--- src/rtl/keypad_scan_nd_display.sv ---
// Matrix keypad scanner with frame debounce and ghost rejection,
// feeding a shift-in hex digit buffer on a muxed 7-segment display.
module keypad_scan_nd_display #(
  parameter int CLK_FREQ        = 10_000_000,
  parameter int SCAN_RATE       = 1_000,
  parameter int REFRESH_RATE    = 1_000,
  parameter int ROWS            = 4,
  parameter int COLS            = 3,
  parameter int DIGITS          = 8,
  parameter int DEBOUNCE_FRAMES = 4
) (
  input  logic                          sys_clk_in,
  input  logic                          reset,
  input  logic [COLS-1:0]               col_in,
  input  logic                          clear,
  output logic [ROWS-1:0]               row_out,
  output logic                          key_valid,
  output logic [3:0]                    key_code,
  output logic                          key_held,
  output logic [$clog2(DIGITS+1)-1:0]   digit_count,
  output logic [7:0]                    display_out,
  output logic [DIGITS-1:0]             seg_control
);

  localparam int SCAN_DIV  = CLK_FREQ / SCAN_RATE;
  localparam int DIGIT_DIV = CLK_FREQ / REFRESH_RATE;
  localparam int SW = (SCAN_DIV > 1) ? $clog2(SCAN_DIV) : 1;
  localparam int DW = (DIGIT_DIV > 1) ? $clog2(DIGIT_DIV) : 1;
  localparam int RW = (ROWS > 1) ? $clog2(ROWS) : 1;
  localparam int IW = (DIGITS > 1) ? $clog2(DIGITS) : 1;
  localparam int NW = $clog2(DIGITS + 1);
  localparam int FW = $clog2(DEBOUNCE_FRAMES + 1);

  typedef enum logic [1:0] {
    S_IDLE,
    S_PRESS,
    S_HELD,
    S_REL
  } state_t;

  logic [SW-1:0]   r_slot;
  logic [RW-1:0]   r_ridx;
  logic [ROWS-1:0] r_row;
  logic            w_slot_end;
  logic            w_last_row;
  logic            w_frame_end;
  logic [RW-1:0]   w_ridx_n;

  assign w_slot_end  = (r_slot == SW'(SCAN_DIV - 1));
  assign w_last_row  = (r_ridx == RW'(ROWS - 1));
  assign w_frame_end = w_slot_end & w_last_row;
  assign w_ridx_n    = w_last_row ? '0 : r_ridx + RW'(1);
  assign row_out     = r_row;

  // Slot counter and one-hot row rotation
  always_ff @(posedge sys_clk_in) begin
    if (reset) begin
      r_slot <= '0;
      r_ridx <= '0;
      r_row  <= ROWS'(1);
    end else if (w_slot_end) begin
      r_slot <= '0;
      r_ridx <= w_ridx_n;
      r_row  <= ROWS'(1) << w_ridx_n;
    end else begin
      r_slot <= r_slot + SW'(1);
    end
  end

  logic [2:0] w_ones;
  logic [1:0] w_col;
  logic [3:0] w_rcode;

  // Column popcount and index of the (last) active column
  always_comb begin
    w_ones = '0;
    w_col  = '0;
    for (int c = 0; c < COLS; c++) begin
      if (col_in[c]) begin
        w_ones = w_ones + 3'd1;
        w_col  = 2'(c);
      end
    end
  end

  assign w_rcode = 4'(int'(r_ridx) * COLS + int'(w_col));

  logic       r_seen;
  logic       r_multi;
  logic [3:0] r_fcode;
  logic       w_f_seen;
  logic       w_f_multi;
  logic [3:0] w_f_code;
  logic       w_none;
  logic       w_single;

  // A second hit anywhere in the frame, or two columns in one row, is MULTI
  assign w_f_multi = r_multi | (w_ones > 3'd1) |
                     (r_seen & (w_ones == 3'd1));
  assign w_f_seen  = r_seen | (w_ones != 3'd0);
  assign w_f_code  = r_seen ? r_fcode : w_rcode;
  assign w_none    = ~w_f_seen;
  assign w_single  = w_f_seen & ~w_f_multi;

  // Per-frame accumulation, restarted after the last row sample
  always_ff @(posedge sys_clk_in) begin
    if (reset) begin
      r_seen  <= 1'b0;
      r_multi <= 1'b0;
      r_fcode <= '0;
    end else if (w_slot_end) begin
      if (w_last_row) begin
        r_seen  <= 1'b0;
        r_multi <= 1'b0;
        r_fcode <= '0;
      end else begin
        r_seen  <= w_f_seen;
        r_multi <= w_f_multi;
        r_fcode <= w_f_code;
      end
    end
  end

  state_t        r_state;
  state_t        w_state_n;
  logic [FW-1:0] r_cnt;
  logic [FW-1:0] w_cnt_n;
  logic [3:0]    r_cand;
  logic [3:0]    w_cand_n;
  logic          w_accept;
  logic [3:0]    w_acode;

  // Debounce state register
  always_ff @(posedge sys_clk_in) begin
    if (reset) begin
      r_state <= S_IDLE;
      r_cnt   <= '0;
      r_cand  <= '0;
    end else begin
      r_state <= w_state_n;
      r_cnt   <= w_cnt_n;
      r_cand  <= w_cand_n;
    end
  end

  // Debounce next-state, stepped once per frame end
  always_comb begin
    w_state_n = r_state;
    w_cnt_n   = r_cnt;
    w_cand_n  = r_cand;
    w_accept  = 1'b0;
    w_acode   = r_cand;
    if (w_frame_end) begin
      unique case (r_state)
        S_IDLE: begin
          if (w_single) begin
            w_cand_n = w_f_code;
            w_cnt_n  = FW'(1);
            if (DEBOUNCE_FRAMES == 1) begin
              w_state_n = S_HELD;
              w_accept  = 1'b1;
              w_acode   = w_f_code;
            end else begin
              w_state_n = S_PRESS;
            end
          end
        end
        S_PRESS: begin
          if (w_single && (w_f_code == r_cand)) begin
            w_cnt_n = r_cnt + FW'(1);
            if (w_cnt_n == FW'(DEBOUNCE_FRAMES)) begin
              w_state_n = S_HELD;
              w_accept  = 1'b1;
            end
          end else if (w_single) begin
            w_cand_n = w_f_code;
            w_cnt_n  = FW'(1);
          end else begin
            w_state_n = S_IDLE;
          end
        end
        S_HELD: begin
          if (w_none) begin
            w_cnt_n   = FW'(1);
            w_state_n = (DEBOUNCE_FRAMES == 1) ? S_IDLE : S_REL;
          end
        end
        S_REL: begin
          if (w_none) begin
            w_cnt_n = r_cnt + FW'(1);
            if (w_cnt_n == FW'(DEBOUNCE_FRAMES)) begin
              w_state_n = S_IDLE;
            end
          end else begin
            w_state_n = S_HELD;
          end
        end
        default: w_state_n = S_IDLE;
      endcase
    end
  end

  logic       r_valid;
  logic [3:0] r_code;

  // Accept strobe and held key code
  always_ff @(posedge sys_clk_in) begin
    if (reset) begin
      r_valid <= 1'b0;
      r_code  <= '0;
    end else begin
      r_valid <= w_accept;
      if (w_accept) r_code <= w_acode;
    end
  end

  assign key_valid = r_valid;
  assign key_code  = r_code;
  assign key_held  = (r_state == S_HELD) | (r_state == S_REL);

  logic [3:0]    r_buf [DIGITS];
  logic [NW-1:0] r_dcnt;

  // Digit buffer: push during the strobe cycle, clear has priority
  always_ff @(posedge sys_clk_in) begin
    if (reset || clear) begin
      for (int i = 0; i < DIGITS; i++) r_buf[i] <= '0;
      r_dcnt <= '0;
    end else if (r_valid) begin
      for (int i = DIGITS - 1; i > 0; i--) r_buf[i] <= r_buf[i-1];
      r_buf[0] <= r_code;
      if (r_dcnt != NW'(DIGITS)) r_dcnt <= r_dcnt + NW'(1);
    end
  end

  assign digit_count = r_dcnt;

  function automatic logic [7:0] f_font(input logic [3:0] v);
    logic [7:0] s;
    unique case (v)
      4'h0: s = 8'h3F;
      4'h1: s = 8'h06;
      4'h2: s = 8'h5B;
      4'h3: s = 8'h4F;
      4'h4: s = 8'h66;
      4'h5: s = 8'h6D;
      4'h6: s = 8'h7D;
      4'h7: s = 8'h07;
      4'h8: s = 8'h7F;
      4'h9: s = 8'h6F;
      4'hA: s = 8'h77;
      4'hB: s = 8'h7C;
      4'hC: s = 8'h39;
      4'hD: s = 8'h5E;
      4'hE: s = 8'h79;
      4'hF: s = 8'h71;
    endcase
    return s;
  endfunction

  logic [DW-1:0] r_ddiv;
  logic [IW-1:0] r_didx;
  logic [7:0]    r_disp;
  logic          w_tick;
  logic [IW-1:0] w_didx_n;

  assign w_tick   = (r_ddiv == DW'(DIGIT_DIV - 1));
  assign w_didx_n = !w_tick ? r_didx :
                    (r_didx == IW'(DIGITS - 1)) ? '0 : r_didx + IW'(1);

  // Digit mux; segments use the next index so they line up with the enable
  always_ff @(posedge sys_clk_in) begin
    if (reset) begin
      r_ddiv <= '0;
      r_didx <= '0;
      r_disp <= 8'h00;
    end else begin
      r_ddiv <= w_tick ? '0 : r_ddiv + DW'(1);
      r_didx <= w_didx_n;
      r_disp <= (NW'(w_didx_n) < r_dcnt) ? f_font(r_buf[w_didx_n]) : 8'h00;
    end
  end

  assign display_out = r_disp;
  assign seg_control = ~(DIGITS'(1) << r_didx);

endmodule

--- config.mk ---
export PLATFORM = sky130hd
export DESIGN_NAME = keypad_scan_nd_display
export DESIGN_NICKNAME = d
export VERILOG_FILES = /design/src/rtl/keypad_scan_nd_display.sv
export SDC_FILE = /design/constraint.sdc
export NUM_CORES = 1
export LEC_CHECK = 0
export ABC_AREA = 1
export CELL_PAD_IN_SITES_DETAIL_PLACEMENT = 1
export CELL_PAD_IN_SITES_GLOBAL_PLACEMENT = 1
export CORE_UTILIZATION = 44
export CTS_CLUSTER_SIZE = 16
export DETAILED_ROUTE_END_ITERATION = 8
export GPL_TIMING_DRIVEN = 1
export HOLD_SLACK_MARGIN = 0.03
export PLACE_DENSITY = 0.78
export SYNTH_ARGS = -nofsm -noshare
export SYNTH_HDL_FRONTEND = slang
export SYNTH_SLANG_ARGS = --single-unit
--- constraint.sdc ---
create_clock -name sys_clk_in -period 3 [get_ports sys_clk_in]
set_input_delay 0.6 -clock sys_clk_in [delete_from_list [all_inputs] [get_ports sys_clk_in]]
set_output_delay 0.6 -clock sys_clk_in [all_outputs]
set_load 0.005 [all_outputs]
# Yosys cells after proc, flatten, opt, wreduce, memory -nomap -nowiden
# Memories as Yosys holds them, arrays and structs flattened. A register that Yosys moved wholly into a read port is not among the register bits.
# Index checks and enable logic that the tools add are counted.
[word_totals] register_bits=69 ramBits=32 rom_bits=112 in_bits=6 wordCells=124 memories=2
[memory_table] name="(no name shown)" depth=16 width=7 read_ports=1 rd_clocked_by_memory_dff=1 write_ports=0 line="240" text="unique case (v)"
[memory_table] name="r_buf" depth=8 width=4 read_ports=8 rd_clocked_by_memory_dff=0 write_ports=8 line="221" text="logic [3:0] r_buf [DIGITS];"
[classes] addsub=9 mul=1 magnitude_cmp=2 eq_ne=18 shift=2 n_mux=45 bitwise_logic=18 reduce_logical=12
[op_table] cell="4-bit two-way mux" count=12
[op_table] cell="14-bit by 1-bit adder with 14-bit output (second input constant)" count=2
[op_table] cell="14-bit == test (second input constant)" count=2
[op_table] cell="3-bit two-way mux" count=8
[op_table] cell="2-bit two-way mux" count=9
[op_table] cell="1-bit two-way mux" count=13
[op_table] cell="3-bit by 1-bit adder with 3-bit output (second input constant)" count=4
[op_table] cell="1-bit OR" count=12
[op_table] cell="3-bit one-hot mux with 4 select lines" count=1
[op_table] cell="3-bit inequality test (second input constant)" count=3
[op_table] cell="2-bit inequality test (second input constant)" count=4
[op_table] cell="8-bit inverter" count=1
[op_table] cell="2-bit one-hot mux with 4 select lines" count=1
[op_table] cell="4-bit one-hot mux with 2 select lines" count=1
[op_table] cell="1-bit by 3-bit << shifter with 8-bit output (first input constant)" count=1
[op_table] cell="2-bit == test (second input constant)" count=3
[op_table] cell="3-bit == test (second input constant)" count=2
[op_table] cell="3-bit AND reduction" count=2
[op_table] cell="6-bit AND reduction" count=1
[op_table] cell="2-bit OR reduction" count=3
[op_table] cell="4-bit by 1-bit adder with 4-bit output (second input constant)" count=1
[op_table] cell="4-bit by 2-bit adder with 4-bit output" count=1
[op_table] cell="4-bit == test" count=1
[op_table] cell="3-bit by 4-bit less-than comparator with 1-bit output" count=1
[op_table] cell="15 further kinds" count=18

# Logic depth before layout (Yosys ltp)
[logic_depth] word_depth=14 ltp_mapped=20 depth_no_buf=19

# Least setup slack after synthesis
# OpenSTA, ideal clock, no wires.
[synth_path] kind="input-to-reg" from="input col_in[2]" to="register r_cand[0]" setup_time_ns=0.119 arrival_ns=2.666 t_required_ns=2.881 slack_ns=0.215 cell_stages=13 path_buffers=0 cell_sequence="fa_1 ha_1 fa_1 o21a_1 xor2_1 nor2_1 nand2_1 nor2_1 nand2_1 nand3_1 inv_2 o21ai_0 a21oi_1"
[synth_via] elab_chain_len=9
[synth_lines] element="from (decl)" line="14" text="input logic [COLS-1:0] col_in,"
[synth_lines] element="3-bit two-way mux" line="79" text="if (col_in[c]) begin"
[synth_lines] element="3-bit by 1-bit greater-than comparator with 1-bit output or 3-bit by 1-bit == test with 1-bit output (tied branches)" line="98, 99"
[synth_lines] element="1-bit OR or 1-bit AND (tied branches)" line="98, 99"
[synth_lines] element="1-bit OR" line="98" text="assign w_f_multi = r_multi | (w_ones > 3'd1) |"
[synth_lines] element="1-bit inverter" line="103" text="assign w_single = w_f_seen & ~w_f_multi;"
[synth_lines] element="1-bit AND" line="103"
[synth_lines] element="4-bit two-way mux or 1-bit logical AND (tied branches)" line="156, 175, 169"
[synth_lines] element="4-bit two-way mux or 2-bit inequality test (tied branches)"
[synth_lines] element="4-bit one-hot mux with 2 select lines or 3-bit AND reduction (tied branches)"
[synth_lines] element="to (signal assigned)" line="142" text="r_cand <= w_cand_n;"
[synth_lines] element="to (decl)" line="128" text="logic [3:0] r_cand;"
# Parallel ways exist; a longest one is shown, timed or not. The select of a mux whose other input is x is not followed.
# A chain may end at the register's enable or synchronous reset.

# Final worst setup path
[layout_path] from="input col_in[2]" to="register r_code[0] (netlist: key_code[0])"
[layout_via] elab_chain_len=10
[layout_lines] element="parallel branches: the longest is 6 deep, another holds 4-bit by 2-bit adder with 4-bit output"
[layout_lines] element="1-bit logical AND (*)" line="169" text="if (w_single && (w_f_code == r_cand)) begin"
[layout_lines] element="1-bit two-way mux (*)" line="169"
[layout_lines] element="1-bit two-way mux (*)" line="154" text="unique case (r_state)"
[layout_lines] element="1-bit two-way mux (*)" line="153" text="if (w_frame_end) begin"
[layout_lines] element="to (signal assigned)" line="213" text="if (w_accept) r_code <= w_acode;"
[layout_lines] element="to (decl)" line="204" text="logic [3:0] r_code;"
# Every way passes the cells marked *.

==> flow_summary.yaml <==
critical_path:
  critPathKind: "in2reg"
  cp_max_fo: 5
  cp.required_ns: 3.28
  critPathMaxStageDelay_ns: 0.49
  slowest_stage: "fa_1"
  worstPathCellList: "dlygate4sd2_1, fa_1, ha_1, fa_1, o21a_1, xor2_1, nor2_1, nand2_2, nor2_2, nand2_2, inv_1, nand3_2, a21oi_1"
  worstPathArrival_ns: 3.19
  crit_path_end_kind: "register"
  worstSetupStartpointType: "primary input"
drt:
  num_vias: 4435
  drc: 4
  initialDrtViolationCount: 181
  avgRoutedWirePerCell_um: 14.53
  firstDrtPassIters: 6
  routed_wirelength_um: 12610
  vias_per_cell: 5.109
  antenna_left: 0
placement:
  hpwl_um: 9419
  place_area_um2: 5842
  port_buffers: 34
  dp_cells: 852
  routabilityCongestion: 0.8322
cells_and_area:
  design_area_um2: 6212
  post-route-util_pct: 53.72
  area_growth_pct: 17.91
  antenna_cells: 0
  fin_nets: 759
  drive_gt1_share_pct: 10.07
  layout.cells.non_filler: 868
  nFillCells: 1426
synthesis:
  syn_area_um2: 5269
  syn_nets: 711
  async_reset_ff_share_pct: 0
  synthFlopType: "dfxtp_1"
  yosys.area.top_type_share_pct: 25.84
  ys_ff_latch: 100
  synth_cells: 672
  synthDistinctLibCells: 40
  synth_edf_count: 32
  ys_seq_area_share_pct: 44.08
  syn_avg_cell_area_um2: 7.840
  ys_top_cells_by_area: "dfxtp_1 (26%), edfxtp_1 (18%), nand2_1 (8.8%)"
  synth_top_area_cell: "dfxtp_1"
  yosysWarnings: 0
floorplan:
  start_util_pct: 45.56
  dieWidth_um: 111.4
  row_count: 39
  coreArea_um2: 11560
  die_area_um2: 12420
  die_height_um: 111.4
  io_pins: 36
grt:
  grt-ovfl-total: 0
  grt_pass1_vias: 4576
  grt_pass1_wl_um: 21390
  antenna_found_initial: 0
  gr-usage-all-layers_pct: 21.59
  grt_max_degree: 33
sta:
  rsz0062_at_grt: "true"
  maxSlewHeadroom_pct: 66.67
  setup_viol: 0
  skew_ns: 0.005825
  worstMarginPinSlew_ns: 0.4995
  slew_viol_final: 0
  fmax_ghz: 0.3439
  finalHoldViolCount: 0
  finalCriticalPeriod_ns: 2.908
  finalCritPeriodShare_pct: 96.93
power_and_ir_drop:
  ir_worst_vdd_mv: 0.2779
  power_density_nw_per_um2: 465.4
  p_leak_uw: 0.002606
cts:
  cts.sinks: 100
  clock-root-buffer: "clkbuf_16"
  hold_buffers: 0
  cts_max_level: 3
  tritoncts: "built"
  clkSlewWorstSetupHoldPaths_ns: 0.07
  post-cts-setup-buffer-count: 0
  numCtsBuffers: 9
  clkLatencyLatePin_ns: 0.35
  clock_path_buffers: 2
status:
  violations: "design-rule violations"
  status: "complete, but fails checks"
job:
  max-cap-violations: 0
hold_path:
  hold_class: "reg2reg"
worst paths after layout:
path              slack (ns)     endpoint  depth (start not counted)      start
setup / recovery        0.09  key_code[0]                         13  col_in[2]
setup reg to reg        0.23  key_code[0]                         12  r_ridx[0]
hold / removal          0.44    r_slot[0]                          1  r_slot[0]
hold reg to reg         0.44    r_slot[0]                          1  r_slot[0]
what timing repair did:
action	CTS	global route
setup endpoints to repair	14	13
gates cloned	0	0
resized for setup	4	15
routing by layer:
layer / up-vias / part of all wire (%) / GRT usage, %
met5: - / 0 / 0
met4: 0 / 1.6 / 10.27
met3: 16 / 2.1 / 3.430
met2: 41 / 53 / 39.54
met1: 2126 / 44 / 24.47
li1: 2252 / - / -
power by group:
part	internal, uW	total [uW]	switching (uW)	leakage, uW
combinational	50.2	146	95.5	0.00155
clock	778	1310	529	0.000158
sequential	1420	1440	16.6	0.000898
total	2250	2890	641	0.00261
synth_stat cells, drive strengths merged, types with 2 or more instances:
master	n
ha	30
dfxtp	68
edfxtp	32
o31ai	2
nor4	3
nand2	135
buf	5
o21a	4
nor3	8
or2	2
nand4	7
clkbuf	9
xnor2	3
nand3	65
nor3b	3
nor2	96
xor2	9
o21ai	35
inv	106
a21oi	36
fa	3
o32ai	3
sequential cells by signal (all words and copies together) (netlist names):
name / count
digit_count: 4
display_out: 7
key_code: 4
key_valid: 1
r_buf: 32
r_cand: 4
r_cnt: 3
r_ddiv: 14
r_didx: 3
r_fcode: 4
r_multi: 1
r_ridx: 2
r_seen: 1
r_slot: 14
r_state: 2
row_out: 4
final cells by class:
cell class / instances / area, um^2 / area share, %
clock buffer: 11 / 252.7 / 4.068
clock inverter: 5 / 83.83 / 1.349
inverter: 107 / 401.6 / 6.465
multi-input combinational: 451 / 2505 / 40.32
sequential: 100 / 2323 / 37.40
tap: 143 / 178.9 / 2.880
timing repair buffer: 51 / 466.7 / 7.513
critical path: cells and delay by family:
kind            cells  cell delay [ns]
simple gates        5             0.55
fa+ha+maj           3             1.14
buf+inv             2             0.37
compound gates      2             0.39
xor+xnor            1             0.15
cell families after synthesis:
group | share of synthesized area (%)
other | 0.07117
AO/OA/AOI/OAI | 9.309
buffers and inverters | 9.024
AND/OR/NAND/NOR | 27.26
adder cells (fa/ha/maj) | 8.264
XOR/XNOR | 1.995
flip-flops | 44.08
layout by cell type (no fill, tap or decap), drive strengths merged:
cell and n:
nand2 135, inv 106, nor2 96, dfxtp 68
nand3 65, a21oi 36, o21ai 35, clkdlybuf4s50 33
edfxtp 32, ha 30, buf 17, clkbuf 11
xor2 9, nor3 8, nand4 7, o21a 4
o32ai 3, xnor2 3, nor4 3, nor3b 3
fa 3, o31ai 2, or2 2, bufinv 2
clkinvlp 2, clkinv 2, a221oi 1, o21bai 1
a211oi 1, and3 1, a31oi 1, o211ai 1
conb 1, dlygate4sd2 1
stage by stage:
stage	hold slack, ns	worst slack (ns)	setup TNS, ns	total power [uW]
after floorplan	0.4175	0.2150	0	1561
after global placement	0.4273	-0.3855	-5.010	1602
after detailed placement	0.4401	-0.5738	-6.733	1613
after CTS	0.4500	0.09869	0	2916
after global routing	0.4806	-0.05588	-0.2178	3005
final	0.4448	0.09223	0	2891
(Power assumes the default switching activity.)
==> edit 1 (same flow settings) <==
Make the reset (`reset`) asynchronous in 5 clocked blocks.
--- a/src/rtl/keypad_scan_nd_display.sv
+++ b/src/rtl/keypad_scan_nd_display.sv
@@ -55,3 +55,3 @@
   // Slot counter and one-hot row rotation
-  always_ff @(posedge sys_clk_in) begin
+  always_ff @(posedge sys_clk_in or posedge reset) begin
     if (reset) begin
@@ -105,3 +105,3 @@
   // Per-frame accumulation, restarted after the last row sample
-  always_ff @(posedge sys_clk_in) begin
+  always_ff @(posedge sys_clk_in or posedge reset) begin
     if (reset) begin
@@ -133,3 +133,3 @@
   // Debounce state register
-  always_ff @(posedge sys_clk_in) begin
+  always_ff @(posedge sys_clk_in or posedge reset) begin
     if (reset) begin
@@ -206,3 +206,3 @@
   // Accept strobe and held key code
-  always_ff @(posedge sys_clk_in) begin
+  always_ff @(posedge sys_clk_in or posedge reset) begin
     if (reset) begin
@@ -271,3 +271,3 @@
   // Digit mux; segments use the next index so they line up with the enable
-  always_ff @(posedge sys_clk_in) begin
+  always_ff @(posedge sys_clk_in or posedge reset) begin
     if (reset) begin
Formal check against the unedited RTL: same outputs for any inputs over 10 cycles, from zero or initial values and one cycle with reset high; that may be too few to reach the edited logic, so the function may still have changed.
==> edit 1 against the original RTL <==
  * Sequential power barely moved
  * Setup slack improved by 0.047 ns
  * Die area rose by 5.0%
  * Area after synthesis rose by 5.1%
  * Routed wire length rose by 2.6%
  * Maximum frequency rose by 1.6%
  * Sequential cell count did not move
  * Count of clock-buffer cells in the layout rose by 3
  * Clock power fell by 18%
  * Core utilization fell by 0.57 points
  * Design area rose by 4.0%
  * Critical path depth did not move
  * Total power fell by 8.4%
==> edit 1: results <==
group,metric,value,unit
outcome,result_of_the_run,"completed",
critical_path,timing.rr.start,"r_ridx[1]$_DFFE_PP0N_",
clock_tree,clock-root-buffer,"sky130_fd_sc_hd__clkbuf_16",
clock_tree,worst_setup_hold_path_clk_slew,0.07,ns
sta,fin_worst_skew,0.00789,ns
logic_synthesis,synth_edf_count,32,
drt,ratio_of_routed_vias_to_standard_cells,5.00,
pwr,power_switching_share,0.223,
drt,top_layer_used,"met4",
pwr,peakVddDrop,297,uV
clock_tree,tritoncts.num_buffers,9,
critical_path,critPathLaunch,"col_in[2]",
grt,grt_pass1_vias,4770,
grt,grt_use_total,0.219,
placed_design,dp_hpwl,9480,um
grt,grt_max_degree,43,
drt,dr.pass1.iters,4,
logic_synthesis,ys_seq_area_frac,0.477,
worst_hold_path,min-delay-path-class,"flip-flop to flip-flop",
grt,antenna_found_initial,0,
logic_synthesis,synthesis.nets,707,
drt,route.met3.wl,296,um
logic_synthesis,ys_top_cells_by_area,"sky130_fd_sc_hd__dfrtp_1, sky130_fd_sc_hd__edfxtp_1, sky130_fd_sc_hd__nand2_1",
logic_synthesis,synth.distinct_cells,40,
finish,reg_top3,"r_buf: 32 flops, r_ddiv: 14 flops, r_slot: 14 flops",
clock_tree,htree_levels,3,
finish,nets,760,
grt,grt_pass1_wl,22600,um
finish,layout-drive-gt1-share,0.0934,
logic_synthesis,yosys-top-cells-count,"sky130_fd_sc_hd__nand2_1, sky130_fd_sc_hd__inv_1, sky130_fd_sc_hd__nor2_1, sky130_fd_sc_hd__dfrtp_1, sky130_fd_sc_hd__nand3_1",
finish,num_antenna_cells,0,
drt,dr_wl_met2,6700,um
placed_design,gp_congestion,0.823,
drt,dr.first_iter.drc_count,156,
grt,grt_use_met3,0.0376,
drt,drt-met1-wl,5740,um
pwr,p_leak,3.08,nW
worst_hold_path,worst_hold_startpoint,"r_slot[0]$_DFF_PP0_",
clock_tree,clk_latency_worst_skew_pair,0.35,ns
logic_synthesis,yosys_warnings,0,
grt,met2_usage,0.397,
grt,global_route.usage.met1,0.263,
sta,max_slew.worst_pin.slew,0.546,ns
critical_path,crit_arrival,3.09,ns
critical_path,timing.critical_path.fanout_max,4,
placed_design,dp_slack,-0.588,ns
drt,wl_per_cell,14.4,um
placed_design,port-buffer-count,34,
logic_synthesis,asyncSetResetFlopFracSynth,0.640,
clock_tree,maximum_clock_insertion_buffer_count,2,
## edit 1: cell types whose count changed after synthesis, sizes merged, moves of 4 or more
cell,before,now
dfrtp,0,63
o21ai,35,40
dfxtp,68,4
nor2,96,83
nand3,65,58
nor4,3,7
a21oi,36,16
nand2,135,162
inv,106,120
## edit 1: logic make-up (layout without fill, tap and decap cells)
group	count (synthesis)	in the layout	share of synthesized area
adder cells (fa/ha/maj)	31	31	0.0741
AND/OR/NAND/NOR	328	328	0.263
other	1	1	0.000677
XOR/XNOR	12	12	0.0190
flip-flops	100	100	0.477
buffers and inverters	132	190	0.0947
AO/OA/AOI/OAI	66	66	0.0707
## edit 1: final cells by class
class / count / area (um^2)
Fill cell: 1499 / 5700
Sequential cell: 100 / 2640
Multi-Input combinational cell: 438 / 2390
Timing Repair Buffer: 54 / 504
Inverter: 120 / 450
Clock buffer: 14 / 254
Tap cell: 168 / 210
Clock inverter: 2 / 10.0
## edit 1: metrics by stage
step                std cells  cell area, um^2
global placement          879             6170
global route              896             6460
CTS                       895             6440
detailed placement        879             6170
finish                    896             6460
floorplan                 670             5540
## edit 1: timing repair
| item | CTS | global route |
|---|---|---|
| gates resized for setup | 6 | 5 |
| setup buffers | 0 | 1 |
| endpoints found under the hold margin | 0 | 0 |
| setup endpoints to repair | 14 | 6 |
| hold buffers | 0 | 0 |
| pin swaps | 2 | 3 |
## edit 1: critical path, stage by stage
cell and delay (ns):
sky130_fd_sc_hd__dlygate4sd2_1 0.26, sky130_fd_sc_hd__fa_1 0.45, sky130_fd_sc_hd__ha_2 0.19, sky130_fd_sc_hd__fa_1 0.36
sky130_fd_sc_hd__inv_1 0.07, sky130_fd_sc_hd__o21ai_0 0.11, sky130_fd_sc_hd__xor2_1 0.17, sky130_fd_sc_hd__nor3_1 0.20
sky130_fd_sc_hd__buf_4 0.17, sky130_fd_sc_hd__nand2_1 0.09, sky130_fd_sc_hd__nand3_1 0.09, sky130_fd_sc_hd__nand3_1 0.14
sky130_fd_sc_hd__xor2_1 0.18
## edit 1: path summary, 6_finish.rpt
check | to | cells past startpoint | slack, ns
max | r_state[0]$_DFFE_PP0P_ | 13 | 0.14
max in group asynchronous | row_out[0]$_DFFE_PP1N_ | 3 | 1.65
min | r_slot[0]$_DFF_PP0_ | 1 | 0.47
min reg2reg | r_slot[0]$_DFF_PP0_ | 1 | 0.47
min in group asynchronous | display_out[0]$_DFF_PP0_ | 2 | 0.66
max reg2reg | r_state[0]$_DFFE_PP0P_ | 12 | 0.20
## edit 1: power groups by stage
stage	registers (mW)	clock network, mW	logic [mW]
final	1.44	1.08	0.125
after global routing	1.45	1.16	0.145
after CTS	1.44	1.11	0.128
after detailed placement	1.47	0	0.127
after global placement	1.47	0	0.119
after floorplan	1.47	0	0.0832
==> edit 2 (same settings) <==
Without the edit above. Set the parameter `DIGITS` to 4 (it was 8).
--- a/src/rtl/keypad_scan_nd_display.sv
+++ b/src/rtl/keypad_scan_nd_display.sv
@@ -8,3 +8,3 @@
   parameter int COLS            = 3,
-  parameter int DIGITS          = 8,
+  parameter int DIGITS          = 4,
   parameter int DEBOUNCE_FRAMES = 4
Ports: changed (resized digit_count and seg_control); port bits go from 36 to 31. The function was not compared with the original's and may differ.
==> edit 2 against the original RTL <==
  * Sequential cell count is 18 lower
  * Maximum frequency up 3.0%
  * Design area shrank 18%
  * Area after synthesis down 17%
  * Critical path depth grew 5
  * Routed wire length decreased by 17%
  * Setup slack gained 0.084 ns
  * Combinational power shrank 11%
  * Sequential share of layout area is 2.0 points lower
  * Total power is 28% lower
  * Largest power group unchanged
  * Highest routed layer unchanged
==> edit 2: results <==
group,metric,value,unit
outcome,result_of_the_run,"completed",
worst_hold_path,min-delay-path-class,"flip-flop to flip-flop",
logic_synthesis,ys_top_cells_by_area,"sky130_fd_sc_hd__dfxtp_1, sky130_fd_sc_hd__edfxtp_1, sky130_fd_sc_hd__nand2_1",
logic_synthesis,synthesis.nets,623,
critical_path,timing.critical_path.fanout_max,4,
clock_tree,clock-root-buffer,"sky130_fd_sc_hd__clkbuf_8",
grt,grt_max_degree,17,
logic_synthesis,yosys.area_share.xor_xnor,0.0121,
drt,dr.first_iter.drc_count,59,
clock_tree,worst_setup_hold_path_clk_slew,0.09,ns
pwr,peakVddDrop,226,uV
logic_synthesis,yosys-top-cells-count,"sky130_fd_sc_hd__nand2_1, sky130_fd_sc_hd__nor2_1, sky130_fd_sc_hd__inv_1, sky130_fd_sc_hd__dfxtp_1, sky130_fd_sc_hd__nand3_1",
placed_design,port-buffer-count,29,
finish,nFillCells,1197,
sta,fin_worst_skew,0.0112,ns
grt,grt_pass1_wl,18000,um
logic_synthesis,post_synthesis_compound_gate_area_fraction,0.0922,
placed_design,gp_congestion,0.819,
placed_design,dp_hpwl,7760,um
finish,layout-drive-gt1-share,0.106,
drt,dr.pass1.iters,4,
drt,drt-total-wl,10400,um
critical_path,crit_arrival,3.07,ns
logic_synthesis,synth.distinct_cells,38,
drt,detailroute.via_count,3785,
logic_synthesis,ys_seq_area_frac,0.414,
clock_tree,maximum_clock_insertion_buffer_count,2,
finish,nets,665,
logic_synthesis,post-synth-top-area-fraction,0.303,
finish,reg_top3,"r_buf: 16 flops, r_ddiv: 14 flops, r_slot: 14 flops",
pwr,p_leak,2.15,nW
grt,grt_pass1_vias,3897,
grt,grt_use_total,0.223,
logic_synthesis,synthAdderAreaFrac,0.0913,
logic_synthesis,synth_edf_count,16,
placed_design,dp_slack,-0.481,ns
[edit 2: cell types whose count changed after synthesis, moves of 5 or more]
cell and delta:
sky130_fd_sc_hd__inv_1 -16, sky130_fd_sc_hd__nand2_1 -7, sky130_fd_sc_hd__nor2_1 -6, sky130_fd_sc_hd__nand4_1 -5, sky130_fd_sc_hd__xor2_1 -5, sky130_fd_sc_hd__nand3_1 -14
sky130_fd_sc_hd__a211oi_1 +5, sky130_fd_sc_hd__o21ai_0 -8, sky130_fd_sc_hd__a21oi_1 -6, sky130_fd_sc_hd__o21ai_1 +6, sky130_fd_sc_hd__edfxtp_1 -16
[edit 2: path summary, 6_finish.rpt]
| check | to | from | slack (ns) | cells past startpoint |
|---|---|---|---|---|
| setup / recovery | r_state[0]$_SDFFE_PP0P_ | col_in[2] | 0.18 | 18 |
| hold / removal | r_slot[0]$_SDFF_PP0_ | r_slot[0]$_SDFF_PP0_ | 0.46 | 1 |
| setup reg to reg | r_state[0]$_SDFFE_PP0P_ | r_ridx[0]$_SDFFE_PP0N_ | 0.26 | 17 |
| hold reg to reg | r_slot[0]$_SDFF_PP0_ | r_slot[0]$_SDFF_PP0_ | 0.46 | 1 |
[edit 2: metal layers]
metal,vias up,part of all wire,track usage
met1,1806,0.46,0.262
met4,0,0.0099,0.0669
met5,-,0,0
li1,1937,-,-
met2,32,0.51,0.415
met3,10,0.018,0.0324
[edit 2: final cells by class]
class | count | area (um^2) | area share
Clock buffer | 12 | 166 | 0.0327
Clock inverter | 4 | 23.8 | 0.00468
Inverter | 95 | 357 | 0.0701
Multi-Input combinational cell | 399 | 2180 | 0.429
Sequential cell | 82 | 1800 | 0.354
Tap cell | 129 | 161 | 0.0317
Timing Repair Buffer | 42 | 390 | 0.0768
[edit 2: what timing repair did]
item / 4_1_cts / 5_1_grt
setup buffers: 0 / 0
endpoints found under the setup margin: 13 / 9
resized for setup: 7 / 8
hold endpoints to repair: 0 / 0
pin swaps: 1 / 8
[edit 2: report_power, final]
part,internal [mW],switching [mW]
clock,0.372,0.418
sequential,1.14,0.00993
combinational,0.0441,0.0858
[edit 2: metrics by stage]
stage | power [mW] | TNS (ns) | std cells | utilization | hold WS [ns]
3_3_place_gp | 1.29 | -4.38 | 747 | 0.515 | 0.428
6_report | 2.07 | 0 | 763 | 0.540 | 0.462
3_5_place_dp | 1.30 | -6.08 | 747 | 0.515 | 0.439
4_1_cts | 2.09 | 0 | 763 | 0.538 | 0.459
5_1_grt | 2.16 | -0.00581 | 763 | 0.540 | 0.471
2_1_floorplan | 1.26 | 0 | 587 | - | 0.418
